## src/rtl/uart_pkg.sv

```systemverilog
// Shared types and constants for the UART receive path.
package uart_pkg;

    localparam int unsigned DefDataBits = 8;
    localparam int unsigned DefSbTick   = 16;
    localparam int unsigned Oversample  = 16;
    localparam int unsigned StartMid    = 7;

    typedef enum logic [1:0] {
        StIdle,
        StStart,
        StData,
        StStop
    } rx_state_e;

endpackage

```

## src/rtl/uart_rx_sync.sv

```systemverilog
// Two-flop synchroniser for the rx line plus a one-clock delayed copy for falling-edge detect.
module uart_rx_sync (
    input  logic clk,
    input  logic reset,
    input  logic rx,
    output logic rx_s,
    output logic fall
);

    logic meta_q, meta_d;
    logic rx_s_q, rx_s_d;
    logic rx_s_dly_q, rx_s_dly_d;

    always_comb begin
        meta_d     = rx;
        rx_s_d     = meta_q;
        rx_s_dly_d = rx_s_q;
    end

    // Reset to 1 so the idle-high line never produces a spurious edge after reset.
    always_ff @(posedge clk or posedge reset) begin
        if (reset) begin
            meta_q     <= 1'b1;
            rx_s_q     <= 1'b1;
            rx_s_dly_q <= 1'b1;
        end else begin
            meta_q     <= meta_d;
            rx_s_q     <= rx_s_d;
            rx_s_dly_q <= rx_s_dly_d;
        end
    end

    assign rx_s = rx_s_q;
    assign fall = rx_s_dly_q & ~rx_s_q;

endmodule

```

## src/rtl/uart_receiver.sv

```systemverilog
// 8N1 UART receiver: oversamples rx with a 16x-baud tick and emits each byte with a done strobe.
module uart_receiver
    import uart_pkg::*;
#(
    parameter int unsigned DATA_BITS = DefDataBits,
    parameter int unsigned SB_TICK   = DefSbTick
) (
    input  logic                 clk,
    input  logic                 reset,
    input  logic                 s_tick,
    input  logic                 rx,
    output logic [DATA_BITS-1:0] dout,
    output logic                 rx_done_tick,
    output logic                 frame_err,
    output logic                 busy
);

    localparam int unsigned NW = (DATA_BITS > 1) ? $clog2(DATA_BITS) : 1;

    localparam logic [3:0]    MidStart = 4'(StartMid);
    localparam logic [3:0]    LastTick = 4'(Oversample - 1);
    localparam logic [3:0]    StopLast = 4'(SB_TICK - 1);
    localparam logic [NW-1:0] LastBit  = NW'(DATA_BITS - 1);

    logic rx_s;
    logic fall;

    uart_rx_sync u_sync (
        .clk   (clk),
        .reset (reset),
        .rx    (rx),
        .rx_s  (rx_s),
        .fall  (fall)
    );

    rx_state_e            state_q, state_d;
    logic [3:0]           s_q, s_d;
    logic [NW-1:0]        n_q, n_d;
    logic [DATA_BITS-1:0] b_q, b_d;
    logic [DATA_BITS-1:0] dout_q, dout_d;
    logic                 frame_err_q, frame_err_d;
    logic                 done_q, done_d;

    always_ff @(posedge clk or posedge reset) begin
        if (reset) begin
            state_q     <= StIdle;
            s_q         <= '0;
            n_q         <= '0;
            b_q         <= '0;
            dout_q      <= '0;
            frame_err_q <= 1'b0;
            done_q      <= 1'b0;
        end else begin
            state_q     <= state_d;
            s_q         <= s_d;
            n_q         <= n_d;
            b_q         <= b_d;
            dout_q      <= dout_d;
            frame_err_q <= frame_err_d;
            done_q      <= done_d;
        end
    end

    always_comb begin
        state_d     = state_q;
        s_d         = s_q;
        n_d         = n_q;
        b_d         = b_q;
        dout_d      = dout_q;
        frame_err_d = frame_err_q;
        done_d      = 1'b0;

        unique case (state_q)
            StIdle: begin
                // Edge-triggered so a line held low (break) cannot retrigger.
                if (fall) begin
                    s_d     = '0;
                    state_d = StStart;
                end
            end
            StStart: begin
                if (s_tick) begin
                    if (s_q == MidStart) begin
                        if (!rx_s) begin
                            s_d     = '0;
                            n_d     = '0;
                            state_d = StData;
                        end else begin
                            state_d = StIdle;
                        end
                    end else begin
                        s_d = s_q + 4'd1;
                    end
                end
            end
            StData: begin
                if (s_tick) begin
                    if (s_q == LastTick) begin
                        b_d = {rx_s, b_q[DATA_BITS-1:1]};
                        s_d = '0;
                        if (n_q == LastBit) begin
                            state_d = StStop;
                        end else begin
                            n_d = n_q + NW'(1);
                        end
                    end else begin
                        s_d = s_q + 4'd1;
                    end
                end
            end
            StStop: begin
                if (s_tick) begin
                    if (s_q == StopLast) begin
                        dout_d      = b_q;
                        frame_err_d = ~rx_s;
                        done_d      = 1'b1;
                        state_d     = StIdle;
                    end else begin
                        s_d = s_q + 4'd1;
                    end
                end
            end
            default: state_d = StIdle;
        endcase
    end

    always_comb begin
        dout         = dout_q;
        rx_done_tick = done_q;
        frame_err    = frame_err_q;
        busy         = (state_q != StIdle);
    end

endmodule
```

## config.mk

```make
export PLATFORM = sky130hd
export DESIGN_NAME = uart_receiver
export DESIGN_NICKNAME = d
export VERILOG_FILES = /design/src/rtl/uart_pkg.sv /design/src/rtl/uart_rx_sync.sv /design/src/rtl/uart_receiver.sv
export SDC_FILE = /design/constraint.sdc
export NUM_CORES = 1
export LEC_CHECK = 0
export CAP_MARGIN = 20
export CORE_UTILIZATION = 45
export CTS_CLUSTER_SIZE = 16
export DETAILED_ROUTE_END_ITERATION = 16
export GPL_TIMING_DRIVEN = 0
export HOLD_SLACK_MARGIN = 0.05
export PLACE_DENSITY_LB_ADDON = 0.08
export SYNTH_ARGS = -nofsm -noshare
export SYNTH_HDL_FRONTEND = slang
export SYNTH_HIERARCHICAL = 1
export SYNTH_SLANG_ARGS = --single-unit
```

## constraint.sdc

```tcl
create_clock -name clk -period 3.5 [get_ports clk]
set_input_delay 0.7 -clock clk [delete_from_list [all_inputs] [get_ports clk]]
set_output_delay 0.7 -clock clk [all_outputs]
set_load 0.01 [all_outputs]
```

==> impl_results.md, run 1 <==
* Outcome: complete, but fails checks
* Failing checks: DRC
* Max-slew headroom at 62.4%
* P per Cell Area at 543 nW/µm²
* # rows at 19
* Pleak at 0.783 nW
* Clock transition at path regs at 0.10 ns
* Worst hold slack at 0.366 ns
* Die area at 3340 µm²
* CTS tree: done
* Fmax at 451 MHz
* Port bufs at 14
* Hold Crit Class: reg -> reg
* # nets final at 147
* Core area at 2850 µm²
* Post-CTS Setup Bufs at 0
* #FFs+latches synth at 30
* # hold bufs at CTS at 0
* RSZ-0062 raised after global routing: false
* Global-route wire length before repair at 4420 µm
* Number of global-route vias before repair at 971
* Number of flops mapped to enable cells by yosys at 0
* Logic gate share of total power at 28.7%
* Worst setup margin at 1.28 ns
* # diodes at 0
* H-tree Lvls at 2
* Gr ovfl total at 0
* Post-synth ARST share at 100%
* Root buf cell: clkbuf_4
* CTS Sinks at 30
* P_sw at 0.000298 W
* Synth unique cells at 37
* Final hold vios at 0
* Number of I/O pins at 15
* HPWL after detailed placement at 1680 µm
* Tmin final at 2.22 ns
* Routed len/inst at 14.1 µm
* CP Capture Type: primary output
* Layout cell share with drive strength beyond 1 at 29.1%
* Max IR drop VDD at 285 µV
* Mapped Cells at 118
* Final period utilization at 63.3%
* Clock power frac at 24.0%
* YS warnings at 6
* Post-CTS sizing at 0
* Max cap viols at 0
* CP max-delay cell: clkdlybuf4s50_1
* Antenna violation net count after detailed routing at 0
* Pins Over Slew Limit at 0
* Critical path class: reg -> out
* Internal power at 0.000609 W
* Switching Share at 32.9%
* Ys flop type: dfrtp_1
* Slew @ Worst Pin at 0.564 ns
* # DRC at 1
* Initial antenna violation count at 0
* Worst-path fanout max at 4
* Routed via count at 943
* Startpoint Class: flop
* Effective utilization at floorplan at 49.1%
* Net Count, Synth at 125
* Clock Latency Late Sink at 0.33 ns
* Final WL at 2430 µm
* RePlAce Congestion at 0.852
* Drt first pass iters at 10
* Sequential-to-total area share from yosys stat at 53.9%
* Mapped Area at 1400 µm²
* Clock tree buffer depth at 2
* Total GRT Usage at 18.1%
* Post-Syn Area per Cell at 11.9 µm²
* Vias/cell at 5.48
* Die H at 57.8 µm
* CP max stage delay at 0.47 ns
* Critical Path RT at 2.80 ns
* Final setup violating endpoints at 0
* Pre-CTS setup slack at 1.17 ns
* Synth-to-Final Area Change at 19.3%
* Crit-path cells: nor2_1 -> inv_1 -> clkdlybuf4s50_1
* CP arrival at 1.52 ns
* Pin count of the biggest net entering global routing at 28
* Die Width at 57.8 µm
* DRT iter0 DRCs at 30
* TNS Setup at 0 ns
* Total CTS buffers at 5
* Skew final at 0.0101 ns
* Seq pwr share at 47.2%
## cell usage in the layout, fill, tap and decap left out, types with 2 or more instances in the layout
| cell | instances |
|---|---|
| mux2_2 | 19 |
| inv_1 | 6 |
| nand3_1 | 2 |
| dfstp_2 | 3 |
| nand2b_1 | 2 |
| nor3b_1 | 2 |
| o21ai_0 | 4 |
| clkbuf_4 | 5 |
| nand2_1 | 7 |
| ha_1 | 3 |
| clkdlybuf4s50_1 | 14 |
| nor2b_1 | 2 |
| buf_4 | 3 |
| nor2_1 | 11 |
| dfrtp_1 | 27 |
| a21oi_1 | 4 |
## through the flow
step / instances / util [%] / power [W] / area (µm²)
6_report: 172 / 58.6 / 0.000906 / 1670
5_1_grt: 172 / 58.6 / 0.000975 / 1670
4_1_cts: 171 / 57.6 / 0.000915 / 1640
3_5_place_dp: 163 / 55.4 / 0.000690 / 1580
3_3_place_gp: 163 / 55.4 / 0.000683 / 1580
2_1_floorplan: 118 / - / 0.000622 / 1400
## synth_stat cells, types with 2 or more instances
| cell type | number | area share (%) |
|---|---|---|
| nor2_1 | 11 | 2.9 |
| nor3b_1 | 2 | 1.1 |
| mux2_2 | 19 | 15 |
| dfstp_2 | 3 | 5.6 |
| o21ai_0 | 4 | 1.4 |
| nand2_1 | 7 | 1.9 |
| nand3_1 | 2 | 0.71 |
| inv_1 | 6 | 1.6 |
| nor2b_1 | 2 | 0.89 |
| dfrtp_1 | 27 | 48 |
| ha_1 | 3 | 2.7 |
| buf_4 | 3 | 1.6 |
| nand2b_1 | 2 | 0.89 |
| a21oi_1 | 4 | 1.4 |
## power by group through the flow
stage | registers, W | clock network [W] | logic [W]
final | 0.000428 | 0.000218 | 0.000260
after global routing | 0.000437 | 0.000246 | 0.000292
after CTS | 0.000427 | 0.000230 | 0.000257
after detailed placement | 0.000433 | 0 | 0.000256
after global placement | 0.000433 | 0 | 0.000250
after floorplan | 0.000427 | 0 | 0.000196
## per-layer routing
layer  track usage, %  vias up  share of wire, %
met5                0        -                 0
met4             10.2        0               2.6
met3             7.14        9               4.5
met2             26.6       22                46
met1             22.8      452                46
li1                 -      460                 -
## critical path: cells and delay by family (launching register included)
family	cells	cell delay, ns
buffers and inverters	2	0.53
DFF	1	0.43
and+or+nand+nor	1	0.22
## kinds of logic (layout without fill, tap and decap cells)
group,after synthesis,after routing,share of synthesized area [%]
multiplexers,20,20,16.0
AO/OA/AOI/OAI,18,18,8.76
AND/OR/NAND/NOR,37,37,14.7
buffers and inverters,10,33,4.02
flip-flops,30,30,53.9
adder cells (fa/ha/maj),3,3,2.68
## final cells by class
cell class | instances | area [µm²]
Buffer | 4 | 33.8
Fill cell | 244 | 1180
Clock buffer | 6 | 51.3
Multi-Input combinational cell | 78 | 589
Inverter | 6 | 22.5
Timing Repair Buffer | 15 | 168
Tap cell | 31 | 38.8
Sequential cell | 30 | 754
Clock inverter | 2 | 12.5
## state kept, by name (all words and copies together), names as in the netlist, named ones only
name	count
b_q	8
dout	8
frame_err	1
n_q	3
rx_done_tick	1
s_q	4
state_q	1
u_sync/meta_q	1
u_sync/rx_s	1
u_sync/rx_s_dly_q	1
## worst paths after layout
kind / endpoint / depth (start not counted) / startpoint / slack [ns]
setup / recovery: busy / 3 / flop / 1.28
hold / removal: u_sync/rx_s / 0 / u_sync/meta_q / 0.37
setup reg to reg: n_q[1] / 6 / n_q[0] / 1.67
hold reg to reg: u_sync/rx_s / 0 / u_sync/meta_q / 0.37
max in group asynchronous: dout[1] / 3 / reset / 2.44
min in group asynchronous: s_q[0] / 2 / reset / 0.64
(Power assumes the default switching activity.)
==> run 2, diff against run 1 <==
clock period = 2 ns   (was 3.5 ns; I/O delays follow)
==> run 2 against run 1 <==
Against the previous run:
- the flow still finishes with violations (DRC)
- clock skew barely moved
- design area rose by 0.15%
- register-to-register slack got worse by 1.5 ns
==> impl_results.md, run 2 (synthesized netlist as in run 1, its figures left out) <==
* Fmax at 537 MHz
* Switching Share at 33.0%
* # nets final at 147
* Max cap viols at 0
* Fin area at 1670 µm²
* Pins Over Slew Limit at 0
* Max IR drop VDD at 500 µV
* Clock Latency Late Sink at 0.33 ns
* Internal power at 0.00107 W
* Clock power frac at 24.0%
* Antenna violation net count after detailed routing at 0
* Slew @ Worst Pin at 0.564 ns
* Post-CTS Setup Bufs at 0
* Critical path class: reg -> out
* Total GRT Usage at 18.1%
* CTS tree: done
* H-tree Lvls at 2
* Global-route wire length before repair at 4420 µm
* P per Cell Area at 951 nW/µm²
* Final hold vios at 0
* CTS Sinks at 30
* Outcome: complete, but fails checks
* Commonest cells after routing, fill and taps aside: dfrtp_1 (27), mux2_2 (19), clkdlybuf4s50_1 (14)
* Skew final at 0.0101 ns
* Root buf cell: clkbuf_4
* Total Power at 0.00159 W
* Fill cell count at 244
* Clock tree buffer depth at 2
* Routed via count at 960
* Pleak at 0.782 nW
* # DRC at 1
* Seq pwr share at 47.2%
* Effective utilization at floorplan at 49.1%
* Total CTS buffers at 5
* HPWL after detailed placement at 1680 µm
* Startpoint Class: flop
* Pin count of the biggest net entering global routing at 28
* # diodes at 0
* Number of global-route vias before repair at 971
* Vias/cell at 5.58
* Synth-to-Final Area Change at 19.5%
* Port bufs at 14
* Critical R2R Launch: n_q[0]
* Layout cell share with drive strength beyond 1 at 29.8%
* Number of I/O pins at 15
* DRT iter0 DRCs at 26
* # rows at 19
* Clock transition at path regs at 0.10 ns
* Drt first pass iters at 12
* Initial antenna violation count at 0
* Commonest non-fill, non-tap cell in the layout: dfrtp_1
* Gr ovfl total at 0
* Worst-path fanout max at 4
* CP Capture Type: primary output
* Max-slew headroom at 62.4%
* TNS Setup at 0 ns
* Routed len/inst at 14.2 µm
* CP arrival at 1.46 ns
* RePlAce Congestion at 0.852
* Final period utilization at 93.2%
* Logic gate share of total power at 28.8%
* Critical Path RT at 1.60 ns
* Final WL at 2440 µm
* Failing checks: DRC
* P_sw at 0.000525 W
* Core area at 2850 µm²
* Die Width at 57.8 µm
* Placed cell area at 1580 µm²
* Die area at 3340 µm²
* Tmin final at 1.86 ns
* Hold Crit Class: in -> async
* RSZ-0062 raised after global routing: false
* Final setup violating endpoints at 0
* Die H at 57.8 µm
run 2: per-stage QoR:
step	utilization [%]	hold slack [ns]	setup WS [ns]	cells
floorplan	-	0.333	0.284	118
global placement	55.4	0.349	-0.0296	163
detailed placement	55.4	0.349	-0.0250	163
CTS	57.6	0.369	0.0661	171
global route	58.6	0.367	0.0345	172
finish	58.6	0.344	0.136	172
run 2: layout make-up:
class / instances / area, µm² / share of cell area (%)
Tap cell: 31 / 38.8 / 2.32
Buffer: 4 / 33.8 / 2.02
Inverter: 6 / 22.5 / 1.35
Multi-Input combinational cell: 78 / 592 / 35.4
Sequential cell: 30 / 754 / 45.1
Timing Repair Buffer: 15 / 168 / 10.0
Clock buffer: 6 / 51.3 / 3.07
Clock inverter: 2 / 12.5 / 0.748
run 2: path summary, 6_finish.rpt:
path | end | slack [ns] | cells past startpoint
max in group asynchronous | dout[1] | 1.24 | 3
setup / recovery | busy | 0.14 | 3
min in group clk | u_sync/rx_s | 0.37 | 0
hold / removal | s_q[0] | 0.34 | 2
hold reg to reg | u_sync/rx_s | 0.37 | 0
setup reg to reg | n_q[1] | 0.17 | 6
run 2: per-layer routing:
| layer | part of all wire [%] | global-route usage, % | vias to the layer above |
|---|---|---|---|
| li1 | - | - | 459 |
| met1 | 46 | 22.8 | 465 |
| met2 | 46 | 26.6 | 27 |
| met3 | 5.6 | 7.14 | 9 |
| met4 | 2.6 | 10.2 | 0 |
| met5 | 0 | 0 | - |
run 2: critical path: stages, from the launching register on:
cell             delay (ns)
dfrtp_1                0.44
nor2_2                 0.18
inv_1                  0.05
clkdlybuf4s50_1        0.47
run 2: what timing repair did:
| action | 4_1_cts | 5_1_grt |
|---|---|---|
| endpoints found under the setup margin | 0 | 1 |
| resized for setup | 0 | 1 |
| endpoints found under the hold margin | 0 | 0 |
| hold buffers | 0 | 0 |
run 2: power groups by stage:
stage / clock (W) / sequential, W / combinational (W)
after floorplan: 0 / 0.000746 / 0.000342
after global placement: 0 / 0.000758 / 0.000437
final: 0.000381 / 0.000751 / 0.000458
after CTS: 0.000403 / 0.000748 / 0.000450
after global routing: 0.000431 / 0.000767 / 0.000511
after detailed placement: 0 / 0.000758 / 0.000449
